**config.mk**
```make
export PLATFORM = sky130hd
export DESIGN_NAME = dvs_event_scheduler
export DESIGN_NICKNAME = d
export VERILOG_FILES = /design/src/rtl/dvs_event_scheduler.sv
export SDC_FILE = /design/constraint.sdc
export NUM_CORES = 1
export LEC_CHECK = 0
export BUFFER_PORTS_ARGS = -buffer_cell sky130_fd_sc_hd__buf_2
export CAP_MARGIN = 20
export CORE_MARGIN = 5
export CORE_UTILIZATION = 45
export DETAILED_ROUTE_END_ITERATION = 10
export GPL_ROUTABILITY_DRIVEN = 1
export HOLD_SLACK_MARGIN = 0.02
export RECOVER_POWER = 25
export SYNTH_ARGS = -nofsm -noshare
export SYNTH_HDL_FRONTEND = slang
export SYNTH_SLANG_ARGS = --single-unit
```
**constraint.sdc**
```tcl
create_clock -name clk -period 3.7 [get_ports clk]
set_input_delay 0.185 -clock clk [delete_from_list [all_inputs] [get_ports clk]]
set_output_delay 0.185 -clock clk [all_outputs]
set_load 0.005 [all_outputs]
```
**src/rtl/dvs_event_scheduler.sv**
```systemverilog
// Buffers decoded DVS events in a small FIFO, maps them to RAVENS input-neuron
// indices, and paces RAVENS in fixed timesteps: collect, drain the captured events, run, wait.
module dvs_event_scheduler #(
  parameter int FIFO_DEPTH      = 8,
  parameter int ADDR_W          = 10,
  parameter int TIMESTEP_CYCLES = 1000
) (
  input  logic                          clk,
  input  logic                          rst_n,
  input  logic                          enable,
  input  logic                          evt_valid,
  input  logic [ADDR_W-1:0]             evt_x,
  input  logic [ADDR_W-1:0]             evt_y,
  input  logic                          evt_pol,
  output logic                          spk_valid,
  output logic [7:0]                    spk_idx,
  input  logic                          spk_ready,
  output logic                          run_req,
  input  logic                          run_done,
  output logic [15:0]                   step_cnt,
  output logic [15:0]                   drop_cnt,
  output logic [$clog2(FIFO_DEPTH):0]   fifo_level
);

  localparam int PTR_W  = $clog2(FIFO_DEPTH);
  localparam int LVL_W  = PTR_W + 1;
  localparam int TICK_W = $clog2(TIMESTEP_CYCLES);
  localparam logic [LVL_W-1:0]  DEPTH_L   = LVL_W'(FIFO_DEPTH);
  localparam logic [TICK_W-1:0] TICK_LAST = TICK_W'(TIMESTEP_CYCLES - 1);

  typedef enum logic [1:0] {S_COLLECT, S_DRAIN, S_RUN, S_WAIT_DONE} state_t;

  state_t             r_state;
  logic [7:0]         r_mem [FIFO_DEPTH];
  logic [PTR_W-1:0]   r_wr_ptr;
  logic [PTR_W-1:0]   r_rd_ptr;
  logic [LVL_W-1:0]   r_level;
  logic [LVL_W-1:0]   r_drain_rem;
  logic [TICK_W-1:0]  r_tick;
  logic [15:0]        r_step_cnt;
  logic [15:0]        r_drop_cnt;
  logic               r_run_req;

  logic               w_full;
  logic               w_evt;
  logic               w_push;
  logic               w_drop;
  logic               w_spk_valid;
  logic               w_pop;
  logic [LVL_W-1:0]   w_level_nxt;
  logic [7:0]         w_idx;

  assign w_full      = (r_level == DEPTH_L);
  assign w_evt       = evt_valid && enable;
  assign w_push      = w_evt && !w_full;
  assign w_drop      = w_evt && w_full;
  // In DRAIN only the events captured before the boundary are offered.
  assign w_spk_valid = ((r_state == S_COLLECT) && (r_level != '0)) ||
                       ((r_state == S_DRAIN) && (r_drain_rem != '0));
  assign w_pop       = w_spk_valid && spk_ready;
  assign w_level_nxt = r_level + {{(LVL_W-1){1'b0}}, w_push} - {{(LVL_W-1){1'b0}}, w_pop};
  assign w_idx       = {evt_pol, evt_y[ADDR_W-1 -: 3], evt_x[ADDR_W-1 -: 4]};

  assign spk_valid  = w_spk_valid;
  assign spk_idx    = w_spk_valid ? r_mem[r_rd_ptr] : 8'h00;
  assign run_req    = r_run_req;
  assign step_cnt   = r_step_cnt;
  assign drop_cnt   = r_drop_cnt;
  assign fifo_level = r_level;

  always_ff @(posedge clk) begin
    if (w_push) r_mem[r_wr_ptr] <= w_idx;
  end

  always_ff @(posedge clk) begin
    if (!rst_n) begin
      r_state     <= S_COLLECT;
      r_wr_ptr    <= '0;
      r_rd_ptr    <= '0;
      r_level     <= '0;
      r_drain_rem <= '0;
      r_tick      <= '0;
      r_step_cnt  <= '0;
      r_drop_cnt  <= '0;
      r_run_req   <= 1'b0;
    end else begin
      r_run_req <= 1'b0;
      if (w_push) r_wr_ptr <= r_wr_ptr + 1'b1;
      if (w_pop)  r_rd_ptr <= r_rd_ptr + 1'b1;
      r_level <= w_level_nxt;
      if (w_drop && (r_drop_cnt != 16'hFFFF)) r_drop_cnt <= r_drop_cnt + 16'd1;

      case (r_state)
        S_COLLECT: begin
          if (enable) begin
            if (r_tick == TICK_LAST) begin
              r_tick      <= '0;
              r_drain_rem <= w_level_nxt;
              if (w_level_nxt == '0) begin
                r_state   <= S_RUN;
                r_run_req <= 1'b1;
              end else begin
                r_state   <= S_DRAIN;
              end
            end else begin
              r_tick <= r_tick + 1'b1;
            end
          end
        end
        S_DRAIN: begin
          if (w_pop) begin
            r_drain_rem <= r_drain_rem - 1'b1;
            if (r_drain_rem == {{(LVL_W-1){1'b0}}, 1'b1}) begin
              r_state   <= S_RUN;
              r_run_req <= 1'b1;
            end
          end
        end
        S_RUN: begin
          r_state <= S_WAIT_DONE;
        end
        S_WAIT_DONE: begin
          if (run_done) begin
            r_step_cnt <= r_step_cnt + 16'd1;
            r_state    <= S_COLLECT;
          end
        end
        default: r_state <= S_COLLECT;
      endcase
    end
  end

endmodule

```
# Yosys cells after proc, flatten, opt, wreduce, memory -nomap -nowiden
# Memories as Yosys holds them, arrays and structs flattened. A register that Yosys moved wholly into a read port is not among the register bits.
# Index checks and enable logic that the tools add are counted.
dict set report totals {
  inputBits 27
  wordCells 71
  n_memories 1
  out_inout_bits 46
  ram_bits 64
  register_bits 59
}
dict set report op_classes {
  n_eq_ne 12
  n_mux 23
  addsub 8
  reduce_logical 18
}
# name words width read_ports rd_ports_with_merged_regs wr line
set mem_list {}
lappend mem_list {r_mem 8 8 1 1 1 34} ;# logic [7:0] r_mem [FIFO_DEPTH];
# op n
set op_table {}
lappend op_table {{$add 16x1->16 const B} 2}
lappend op_table {{$ne 16x16->1 const B} 1}
lappend op_table {{$mux 2} 6}
lappend op_table {{$mux 4} 3}
lappend op_table {{$add 10x1->10 const B} 1}
lappend op_table {{$eq 10x10->1 const B} 1}
lappend op_table {{$mux 10} 1}
lappend op_table {{$mux 8} 1}
lappend op_table {{$pmux 2 s4} 1}
lappend op_table {{$pmux 4 s2} 1}
lappend op_table {{$reduce_bool 4->1} 2}
lappend op_table {{$logic_and 1x1->1} 7}
lappend op_table {{$mux 1} 7}
lappend op_table {{$add 3x1->3 const B} 2}
lappend op_table {{$mux 3} 2}
lappend op_table {{$ne 2x2->1 const B} 3}
lappend op_table {{$reduce_and 5->1} 1}
lappend op_table {{$add 4x1->4} 1}
lappend op_table {{$eq 2x2->1 const B} 2}
lappend op_table {{$eq 4x1->1 const B} 1}
lappend op_table {{$eq 4x4->1 const B} 1}
lappend op_table {{$logic_not 4->1} 1}
lappend op_table {{$ne 2x1->1 const B} 2}
lappend op_table {{$reduce_and 2->1} 2}
lappend op_table {{9 further kinds} 9}

# Logic depth before layout (Yosys ltp)
# Gate-level depths: netlist (run 1).
dict set report logic_depth {
  ltp_word 10
  mapped_depth 15
  ltp_nobuf 14
}

# Worst setup path after synthesis (run 1)
# OpenSTA, ideal clock, no wires.
dict set report synth_path {
  kind {flip-flop to flip-flop}
  start {reg r_drain_rem[0]}
  end {reg r_state[1]}
  path_stages_with_launch 15
  setup_ps 59
  t_required_ps 3641
  period_less_slack_ps 3026
  t_arrival_ps 2968
  path_slack_ps 674
  path_buffers 1
  cell_sequence {dfxtp_1 -> inv_1 -> ha_1 -> nor3b_1 -> o22a_1 -> clkbuf_1 -> o21ai_0 -> nand2_1 -> ha_1 -> inv_1 -> fa_1 -> xor2_1 -> nand3b_1 -> nor4b_1 -> o221a_2}
}
dict set report synth_via {
  elab_chain_len 10
  word_cells_on_any_way 14
  cone_classes {add/sub (1); eq/ne (3); mux (4); reduce/logical (6)}
}
# element line
set synth_rtl {}
lappend synth_rtl {{from (decl)} 38} ;# logic [LVL_W-1:0] r_drain_rem;
lappend synth_rtl {{from (signal assigned)} 98} ;# r_drain_rem <= w_level_nxt;
lappend synth_rtl {{from (signal assigned)} 112} ;# r_drain_rem <= r_drain_rem - 1'b1;
lappend synth_rtl {{$reduce_bool 4->1} 59} ;# ((r_state == S_DRAIN) && (r_drain_rem != '0));
lappend synth_rtl {{$logic_and 1x1->1} 59}
lappend synth_rtl {{$logic_or 1x1->1} 58} ;# assign w_spk_valid = ((r_state == S_COLLECT) && (r_level != '0)) ||
lappend synth_rtl {{$logic_and 1x1->1} 60} ;# assign w_pop = w_spk_valid && spk_ready;
lappend synth_rtl {{$sub 4x1->4} 61} ;# assign w_level_nxt = r_level + {{(LVL_W-1){1'b0}}, w_push} - {{(LVL_W-1){1'b0}}, w_pop};
lappend synth_rtl {{$logic_not 4->1} 99} ;# if (w_level_nxt == '0) begin
lappend synth_rtl {{$mux 2} 99}
lappend synth_rtl {{$mux 2} 96} ;# if (r_tick == TICK_LAST) begin
lappend synth_rtl {{$mux 2} 95} ;# if (enable) begin
lappend synth_rtl {{$pmux 2 s4} 93} ;# case (r_state)
lappend synth_rtl {{to (signal assigned)} 100} ;# r_state <= S_RUN;
lappend synth_rtl {{to (signal assigned)} 103} ;# r_state <= S_DRAIN;
lappend synth_rtl {{to (signal assigned)} 114} ;# r_state <= S_RUN;
lappend synth_rtl {{to (decl)} 33} ;# state_t r_state;
# Parallel ways exist; a longest one is shown, timed or not. The select of a mux whose other input is x is not followed.
# A chain may end at the register's enable or synchronous reset.

# Worst setup path after layout (run 1)
dict set report layout_path {
  start {reg r_state[1]}
  end {reg r_state[1]}
}
dict set report layout_via {
  elab_chain_len 10
  word_cells_on_any_way 20
  cone_classes {add/sub (1); eq/ne (8); mux (4); reduce/logical (7)}
}
# element line
set layout_rtl {}
lappend layout_rtl {{from (signal assigned)} 77} ;# r_state <= S_COLLECT;
lappend layout_rtl {{from (signal assigned)} 100}
lappend layout_rtl {{from (signal assigned)} 103}
lappend layout_rtl {{$eq 2x1->1 or $logic_not 2->1 (tied branches)} {59, 93, 58}}
lappend layout_rtl {{$logic_and 1x1->1, on equally long branches} {59, 58}}
lappend layout_rtl {{$logic_or 1x1->1} 58}
lappend layout_rtl {{$logic_and 1x1->1} 60}
lappend layout_rtl {{$sub 4x1->4} 61}
lappend layout_rtl {{$logic_not 4->1} 99}
lappend layout_rtl {{$mux 2} 99}
lappend layout_rtl {{$mux 2} 96}
lappend layout_rtl {{$mux 2} 95}
lappend layout_rtl {{$pmux 2 s4} 93}
# Parallel ways exist; a longest one is shown, timed or not. The select of a mux whose other input is x is not followed.

==> impl_metrics.yaml, run 1 <==
clock_network:
  numCtsBuffers: 17
  worstSkewPairLatency_ns: 0.41
  cts_resized: 0
  root_buffer: "clkbuf_16"
  clk_pin_slew_worst_paths_ns: 0.06
  cts_tree: "yes"
  htree_num_levels: 4
  post_cts_buffers: 0
  ctsHoldBuffers: 0
  cts_buffer_depth: 2
  cts_sinks: 126
logic_synthesis:
  synth_edf_count: 64
  ys_async_sr_fraction_pct: 0
  synth_seq_cells: 126
  syn_area_um2: 5680
  yosysSeqAreaShare_pct: 55.7
  ys_top_cells_by_area: "edfxtp_1, dfxtp_1, mux4_2"
  syn_inst: 496
  synth_ff_type: "edfxtp_1"
  yosysTopAreaCell: "edfxtp_1"
  yosys_warnings: 0
  synth_cell_type_count: 51
  synth_top_area_share_pct: 33.8
  postSynthAreaPerCell_um2: 11.5
  synth_fp_nets: 541
critical_path:
  cp_data_arrival_time_ns: 3.71
  crit_path_cell_trace: "inv_1 > ha_1 > inv_1 > o22a_1 > inv_1 > nand3_1 > nand2_1 > ha_1 > inv_1 > fa_1 > xor2_1 > nand3b_1 > nor4b_1 > o221a_2"
  crit_path_top_delay_cell: "ha_1"
  cp-start-kind: "flop"
  crit_fanout: 13
  cp.required_ns: 4.06
  reg2reg_depth: 14
  end_kind: "flop"
  worst_path_most_repeated_cell: "inv_1"
  cp_slowest_stage_delay_ns: 0.44
  setup.worst_path.class: "flop to flop"
pwr:
  powerDensity_nw_per_um2: 621
  p_leak_uw: 0.00237
  irDropWorstVdd_uv: 454
floorplanning:
  coreArea_um2: 12500
  die_h_um: 122
  ioPinCount: 73
  num_rows: 41
  die-area_um2: 15000
  initial_core_util_pct: 45.4
  die_w_um: 122
layout:
  antenna_cells: 0
  drive_gt1_share_pct: 19.9
  final_nets: 604
  fillers: 1108
  multi_input_area_um2: 2360
  final_common_cell: "edfxtp_1"
  seq_area_um2: 3160
  final_cell_mix: "edfxtp_1, dfxtp_1, buf_2"
  syn2layout_area_growth_pct: 18.9
route:
  viasPerCell: 5.44
  drc: 0
  ant_nets: 0
  drt-total-wl_um: 12100
  vias: 4047
  drtIter0Drc: 232
  drt-wirelength-per-cell_um: 16.2
  firstDrtPassIters: 5
sta:
  slew_headroom_pct: 36.9
  period_share_pct: 90.4
  finalSetupViolations: 0
  finClkSkew_ns: 0.00853
  worst_slew_pin_slew_ns: 0.942
  fin_crit_ns: 3.35
  finalHoldViolCount: 0
  timing.fmax_mhz: 299
  drv_slew: 0
  hold_slack_ns: 0.105
  fin_setup_tns_ns: 0
  rsz0062_at_grt: "false"
grt:
  antenna_found_initial: 0
  overflow: 0
  grt_max_degree: 29
  grt_pass1_wl_um: 19400
  grt_pass1_vias: 3955
  grt_usage_pct: 16.9
run_status:
  status: "finished clean"
placed_design:
  gp_congestion: 0.810
  numPortBuffers: 59
  dp_hpwl_um: 7970
hold_path:
  hold-path-cell-count: 3
  hp-class: "input pin to flop"
run:
  maxCapViolations: 0
-- stage by stage --
stage                     total power, uW  std cells  cell area, um^2  worst slack, ns  util, %
final                                4200        744             6760            0.354     54.0
after global routing                 4420        744             6760            0.126     54.0
after CTS                            4250        744             6770            0.377     54.1
after detailed placement             2570        712             6170            0.426     49.3
after global placement               2550        712             6170            0.470     49.3
after floorplan                      2270        496             5680            0.674        -
-- report_power, final --
part	internal [uW]	leakage, uW	switching (uW)
Sequential	1530	0.00108	68.3
Combinational	406	0.00100	523
Clock	1050	0.000286	610
Total	3000	0.00237	1200
-- worst paths after layout --
kind	from	endpoint	slack (ns)
worst max-delay path	r_state[1]	r_state[1]	0.35
worst min register to register	step_cnt[15]	step_cnt[15]	0.49
worst max register to register	r_state[1]	r_state[1]	0.35
worst min-delay path	spk_ready	run_req	0.10
-- state kept, by name (all words and copies together) (netlist names), named ones only --
| name | cells |
|---|---|
| step_cnt | 16 |
| r_rd_ptr | 3 |
| r_drain_rem | 4 |
| drop_cnt | 16 |
| fifo_level | 4 |
| r_wr_ptr | 3 |
| r_mem | 64 |
| run_req | 1 |
| r_tick | 10 |
| r_state | 2 |
-- per-layer routing --
| metal | share of wire [%] | vias to the layer above | global-route usage [%] |
|---|---|---|---|
| li1 | - | 1982 | - |
| met1 | 43 | 1948 | 22.0 |
| met2 | 50 | 102 | 26.5 |
| met3 | 5.8 | 15 | 5.07 |
| met4 | 1.6 | 0 | 6.86 |
| met5 | 0 | - | 0 |
-- area by class of cell --
cell class,count,area share [%]
well taps,172,3.19
clock buffers,17,6.30
multi-input cells,324,34.9
inverters,25,1.39
repair buffers,65,4.89
flip-flops and latches,126,46.8
clock inverters,15,2.52
-- worst max-delay path: cells and delay by family, from the launching register on --
family | cells | cell delay, ns
adder cells (fa/ha/maj) | 3 | 0.97
AND/OR/NAND/NOR | 4 | 0.74
buffers and inverters | 4 | 0.48
flip-flops | 1 | 0.35
XOR/XNOR | 1 | 0.26
AO/OA/AOI/OAI | 2 | 0.48
-- cell families after synthesis --
logic type	Yosys count	share of synthesized area, %
simple gates	185	16.9
compound gates	68	7.78
mux	31	8.99
fa+ha+maj	18	4.10
buf+inv	46	3.17
xor+xnor	22	3.39
flops	126	55.7
-- synth_stat cells, types with 5 or more instances --
cell type,number
edfxtp_1,64
dfxtp_1,62
nor2_1,44
nand2_1,34
a21oi_1,26
inv_1,25
nand3_1,23
ha_1,17
mux4_2,16
mux2i_1,15
clkbuf_1,14
nor3_1,13
o31ai_1,12
xor2_1,12
nor4_1,11
o21ai_0,11
or4_1,11
nand4_1,10
xnor2_1,10
nand2b_1,9
and3_1,7
or3_1,5
(Power assumes the default switching activity.)
==> run 2: changes to the inputs <==
--- a/config.mk
+++ b/config.mk
@@ -5,10 +5,12 @@
 export SDC_FILE = /design/constraint.sdc
 export NUM_CORES = 1
 export LEC_CHECK = 0
+export ABC_AREA = 1
 export BUFFER_PORTS_ARGS = -buffer_cell sky130_fd_sc_hd__buf_2
-export CAP_MARGIN = 20
+export CAP_MARGIN = 15
 export CORE_MARGIN = 5
 export CORE_UTILIZATION = 45
+export CTS_CLUSTER_SIZE = 30
 export DETAILED_ROUTE_END_ITERATION = 10
 export GPL_ROUTABILITY_DRIVEN = 1
 export HOLD_SLACK_MARGIN = 0.02
==> run 2 against run 1 <==
Non-clock buffer count decreased by 4. Via count increased by 18%. Area after synthesis increased by 3.8%. Clock skew increased by 0.0045 ns. Routed wire length increased by 10%. Setup slack improved by 0.39 ns. Critical path depth increased by 6. Cell count increased by 27%. Clock power decreased by 4%. Design area increased by 2.2%. Sequential share of layout area decreased by 1.0 points. Largest cell class unchanged. Largest power group is now registers. Highest routed layer unchanged.
==> impl_metrics.yaml, run 2 <==
logic_synthesis:
  yosysTopAreaCell: "edfxtp_1"
  synth_fp_nets: 743
  postSynthAreaPerCell_um2: 8.44
  ys_async_sr_fraction_pct: 0
  synth_top_area_share_pct: 32.6
  synth_seq_cells: 126
  yosys_warnings: 0
  ys_top_cells_by_area: "edfxtp_1, dfxtp_1, nand2_1"
  synth_ff_type: "edfxtp_1"
  yosysSeqAreaShare_pct: 53.7
  syn_inst: 698
  synth_commonest_cells: "nand2_1, nor2_1, inv_1"
  syn_area_um2: 5890
  synth_cell_type_count: 30
  synth_edf_count: 64
sta:
  setup_slack_ns: 0.740
  fin_crit_ns: 2.96
  timing.fmax_mhz: 338
  drv_slew: 0
  period_share_pct: 80.0
  finClkSkew_ns: 0.0130
  finalSetupViolations: 0
  fin_setup_tns_ns: 0
  finalHoldViolCount: 0
  hold_slack_ns: 0.127
  slew_headroom_pct: 30.0
  rsz0062_at_grt: "false"
  worst_slew_pin_slew_ns: 1.05
clock_network:
  cts_resized: 0
  cts_sinks: 126
  cts_buffer_depth: 2
  numCtsBuffers: 17
  post_cts_buffers: 0
  worstSkewPairLatency_ns: 0.42
  ctsHoldBuffers: 1
  cts_tree: "yes"
  clk_pin_slew_worst_paths_ns: 0.06
  htree_num_levels: 4
  root_buffer: "clkbuf_16"
grt:
  grt_max_degree: 34
  grt_pass1_wl_um: 22000
  grt_pass1_vias: 4682
  grt_usage_pct: 17.6
  antenna_found_initial: 0
  overflow: 0
floorplanning:
  die-area_um2: 15500
  num_rows: 41
  initial_core_util_pct: 46.3
  ioPinCount: 73
  die_h_um: 124
  die_w_um: 124
  coreArea_um2: 12700
placed_design:
  placed_cell_area_um2: 6340
  dp.cells: 914
  dp_hpwl_um: 8750
  pre_cts_ws_ns: 0.754
  numPortBuffers: 59
  gp_congestion: 0.879
critical_path:
  cp.required_ns: 4.05
  reg2reg_depth: 20
  setup.worst_path.class: "flop to flop"
  end_kind: "flop"
  crit_fanout: 10
  cp-start-kind: "flop"
  cp_data_arrival_time_ns: 3.31
route:
  drt-wirelength-per-cell_um: 14.0
  firstDrtPassIters: 4
  vias: 4780
  ant_nets: 0
  drc: 0
  drtIter0Drc: 279
  viasPerCell: 5.05
  drt-total-wl_um: 13300
run:
  maxCapViolations: 0
layout:
  drive_gt1_share_pct: 13.2
  final_cell_mix: "nand2_1, nor2_1, inv_1"
  top_register: "r_mem"
  final_nets: 807
  syn2layout_area_growth_pct: 17.1
  layout.cells.non_filler: 947
  largest_reg_flops: 64
  fin_area_um2: 6900
  antenna_cells: 0
run_status:
  status: "finished clean"
pwr:
  powerDensity_nw_per_um2: 616
  p_leak_uw: 0.00278
  irDropWorstVdd_uv: 267
hold_path:
  hp-class: "input pin to flop"
  hold-path-cell-count: 1
-- run 2: cell count changes in the layout (fill, tap and decap cells not counted), sizes merged, moves of 15 or more --
cell,previous run,this run
a21oi,26,42
inv,27,73
mux2i,15,0
mux4,16,0
nand2,34,144
nor2,44,142
o21ai,11,54
-- run 2: layout make-up --
type,instances,area [um^2]
flip-flops and latches,126,3160
well taps,172,215
clock inverters,12,120
clock buffers,20,447
fillers,1250,5820
multi-input cells,483,2380
repair buffers,61,303
inverters,73,274
-- run 2: worst paths after layout --
path | from | end | slack [ns]
setup / recovery | r_drain_rem[0] | r_drain_rem[2] | 0.74
hold reg to reg | r_tick[8] | r_tick[8] | 0.46
setup reg to reg | r_drain_rem[0] | r_drain_rem[2] | 0.74
hold / removal | evt_y[7] | r_mem[5][4] | 0.13
-- run 2: cells by family after synthesis --
family	Yosys count	synth area share [%]
XOR/XNOR	12	1.78
AND/OR/NAND/NOR	346	24.5
adder cells (fa/ha/maj)	18	3.95
buffers and inverters	89	5.92
AO/OA/AOI/OAI	107	10.2
flip-flops	126	53.7
-- run 2: per-layer routing --
layer / part of all wire (%) / wire [um] / track usage, %
met5: 0 / 0 / 0
met4: 1.6 / 212 / 7.87
met3: 4.2 / 551 / 5.40
met2: 48 / 6430 / 28.4
met1: 46 / 6070 / 21.7
-- run 2: critical path, cell delays in order (launching register included) --
cell and delay [ns]:
dfxtp_1 0.38, inv_1 0.09, ha_1 0.23, nand3_1 0.09, nand2_1 0.08, nand2_4 0.18, nand2_4 0.10, nor2_1 0.18
inv_1 0.08, nand2_1 0.06, ha_1 0.18, inv_1 0.06, fa_1 0.37, or2_2 0.30, nand2_1 0.08, inv_1 0.07
nand2_1 0.06, o21ai_0 0.08, nand3_1 0.09, nand2_1 0.05, nor2_1 0.10
-- run 2: report_power, final --
part	leakage (uW)	switching [uW]	internal, uW
clock network	0.000273	587	999
logic	0.00143	678	370
registers	0.00108	73.6	1540
total	0.00278	1340	2910
-- run 2: through the flow --
| step | utilization, % | power (uW) |
|---|---|---|
| final | 54.3 | 4250 |
| after floorplan | - | 2340 |
| after CTS | 54.3 | 4310 |
| after detailed placement | 49.8 | 2700 |
| after global placement | 49.8 | 2680 |
| after global routing | 54.3 | 4530 |
==> run 3: changes to the inputs <==
--- a/config.mk
+++ b/config.mk
@@ -14,6 +14,7 @@
 export DETAILED_ROUTE_END_ITERATION = 10
 export GPL_ROUTABILITY_DRIVEN = 1
 export HOLD_SLACK_MARGIN = 0.02
+export PLACE_DENSITY = 0.67
 export RECOVER_POWER = 25
 export SYNTH_ARGS = -nofsm -noshare
 export SYNTH_HDL_FRONTEND = slang
==> constraint.sdc (replaced) <==
create_clock -name clk -period 2.7 [get_ports clk]
set_input_delay 0.135 -clock clk [delete_from_list [all_inputs] [get_ports clk]]
set_output_delay 0.135 -clock clk [all_outputs]
set_load 0.005 [all_outputs]
==> run 3 against run 2 <==
Clock power rose by 39%. Clock skew fell by 0.0068 ns. Routed wire length down 1.6%. Non-clock buffer count up 25. Global-route usage shrank 0.57 points. Die area is the same. Clock-buffer cell count fell by 3. Critical path depth unchanged. Cell count is 2.5% higher. Critical endpoint unchanged.
==> impl_metrics.yaml, run 3 (same netlist as run 2, synthesis figures left out) <==
run_status:
  status: "finished clean"
layout:
  drive_gt1_share_pct: 17.5
  final_nets: 832
  antenna_cells: 0
  final_cell_mix: "nor2_1, nand2_1, inv_1"
  largest_reg_flops: 64
  fillers: 1166
  syn2layout_area_growth_pct: 21.8
  top_register: "r_mem"
  final_common_cell: "nor2_1"
pwr:
  p_leak_uw: 0.00291
  irDropWorstVdd_uv: 472
  powerDensity_nw_per_um2: 834
critical_path:
  cp_slowest_stage_delay_ns: 0.36
  crit_buf_inv: 4
  reg2reg_depth: 20
  cp.required_ns: 3.05
  r2r-start: "fifo_level[2]"
  crit_path_cell_trace: "inv_2 > ha_2 > nand3_2 > nand2_2 > nand2_4 > nand2_4 > nor2_4 > inv_1 > nand2_1 > ha_2 > inv_1 > fa_1 > or2_2 > nand2_2 > inv_1 > nand2_1 > o21ai_1 > nand3_1 > nand2_1 > nor2_1"
  reg2reg_setup_slack_ns: 0.18
  setup.worst_path.class: "flop to flop"
  reg2reg_to: "r_drain_rem[2]"
  cp-start-kind: "flop"
  end_kind: "flop"
  crit_cells: 20
  crit_fanout: 6
  cp_data_arrival_time_ns: 2.87
  cp_top_family: "simple AND/OR/NAND/NOR gates"
  crit_path_top_delay_cell: "fa_1"
sta:
  worst_slew_pin_slew_ns: 1.04
  setup_slack_ns: 0.182
  finClkSkew_ns: 0.00617
  drv_slew: 0
  slew_headroom_pct: 30.8
  finalSetupViolations: 0
  fin_crit_ns: 2.52
  timing.fmax_mhz: 397
  finalHoldViolCount: 0
  fin_setup_tns_ns: 0
  period_share_pct: 93.2
floorplanning:
  num_rows: 41
  ioPinCount: 73
  die_h_um: 124
  coreArea_um2: 12700
  initial_core_util_pct: 46.3
  die_w_um: 124
  die-area_um2: 15500
clock_network:
  numCtsBuffers: 17
  htree_num_levels: 4
  worstSkewPairLatency_ns: 0.41
  clk_pin_slew_worst_paths_ns: 0.05
  root_buffer: "clkbuf_16"
  cts_sinks: 126
  cts_buffer_depth: 2
  cts_tree: "yes"
hold_path:
  hp-class: "input pin to flop"
  hp-start: "evt_valid"
  hold-path-cell-count: 4
  min_to: "r_wr_ptr[1]"
grt:
  antenna_found_initial: 0
  grt_usage_pct: 17.0
  grt_pass1_wl_um: 21600
  grt_max_degree: 29
  overflow: 0
  grt_pass1_vias: 4706
run:
  maxCapViolations: 0
route:
  firstDrtPassIters: 5
  drt-wirelength-per-cell_um: 13.4
  ant_nets: 0
  drc: 0
  drt-total-wl_um: 13000
  drtIter0Drc: 243
  vias: 4822
  viasPerCell: 4.97
placed_design:
  gp_congestion: 0.831
  dp_hpwl_um: 8860
  numPortBuffers: 59
  pre_cts_ws_ns: 0.0303
-- run 3: cell types whose count changed in the layout (fill, tap and decap cells not counted), sizes merged --
cell,before,now
clkinvlp,3,4
dlygate4sd3,1,8
clkbuf,28,25
buf,52,70
bufinv,2,3
-- run 3: metal layers --
metal / vias to the layer above / part of all wire, % / GRT usage [%]
li1: 2477 / - / -
met1: 2211 / 44 / 20.1
met2: 112 / 48 / 28.5
met3: 22 / 5.5 / 4.76
met4: 0 / 1.8 / 8.12
met5: - / 0 / 0
-- run 3: layout make-up --
type	instances	area, um^2	share of cell area, %
Sequential cell	126	3170	44.1
Multi-Input combinational cell	483	2430	33.9
Timing Repair Buffer	86	508	7.08
Clock buffer	17	425	5.93
Inverter	73	274	3.82
Tap cell	172	215	3.00
Clock inverter	14	151	2.11
-- run 3: worst reg2reg max path, cell delays in order, from the launching register on --
cell and delay, ns:
dfxtp_2 0.33, inv_2 0.05, ha_2 0.18, nand3_2 0.09, nand2_2 0.07, nand2_4 0.07, nand2_4 0.07, nor2_4 0.09
inv_1 0.06, nand2_1 0.06, ha_2 0.19, inv_1 0.05, fa_1 0.37, or2_2 0.31, nand2_2 0.08, inv_1 0.06
nand2_1 0.05, o21ai_1 0.06, nand3_1 0.08, nand2_1 0.05, nor2_1 0.10
-- run 3: how the worst max path moves through the flow --
stage / end / start
after floorplan: r_drain_rem[2] / r_drain_rem[0]
after global placement: run_req / r_drain_rem[0]
after detailed placement: run_req / fifo_level[2]
after CTS: r_drain_rem[2] / fifo_level[2]
after global routing: run_req / r_drain_rem[0]
final: r_drain_rem[2] / fifo_level[2]
-- run 3: report_power, final --
part / switching, uW / leakage (uW) / total, uW / internal, uW
logic: 970 / 0.00156 / 1570 / 598
clock network: 789 / 0.000273 / 2210 / 1420
registers: 83.3 / 0.00108 / 2200 / 2120
-- run 3: repair_timing --
item / CTS / global route
hold buffers: 7 / 1
setup endpoints to repair: 0 / 4
endpoints found under the hold margin: 56 / 8
resized for setup: 0 / 24
buffers inserted: 0 / 0
-- run 3: through the flow --
step	area (um^2)	hold slack [ns]	power (uW)	utilization, %	std cells
floorplan	5890	0.234	3210	-	698
global placement	6470	0.405	3700	50.9	932
detailed placement	6470	0.417	3750	50.9	932
CTS	7120	0.0210	5980	56.0	970
global route	7180	0.145	6350	56.4	971
finish	7180	0.130	5980	56.4	971
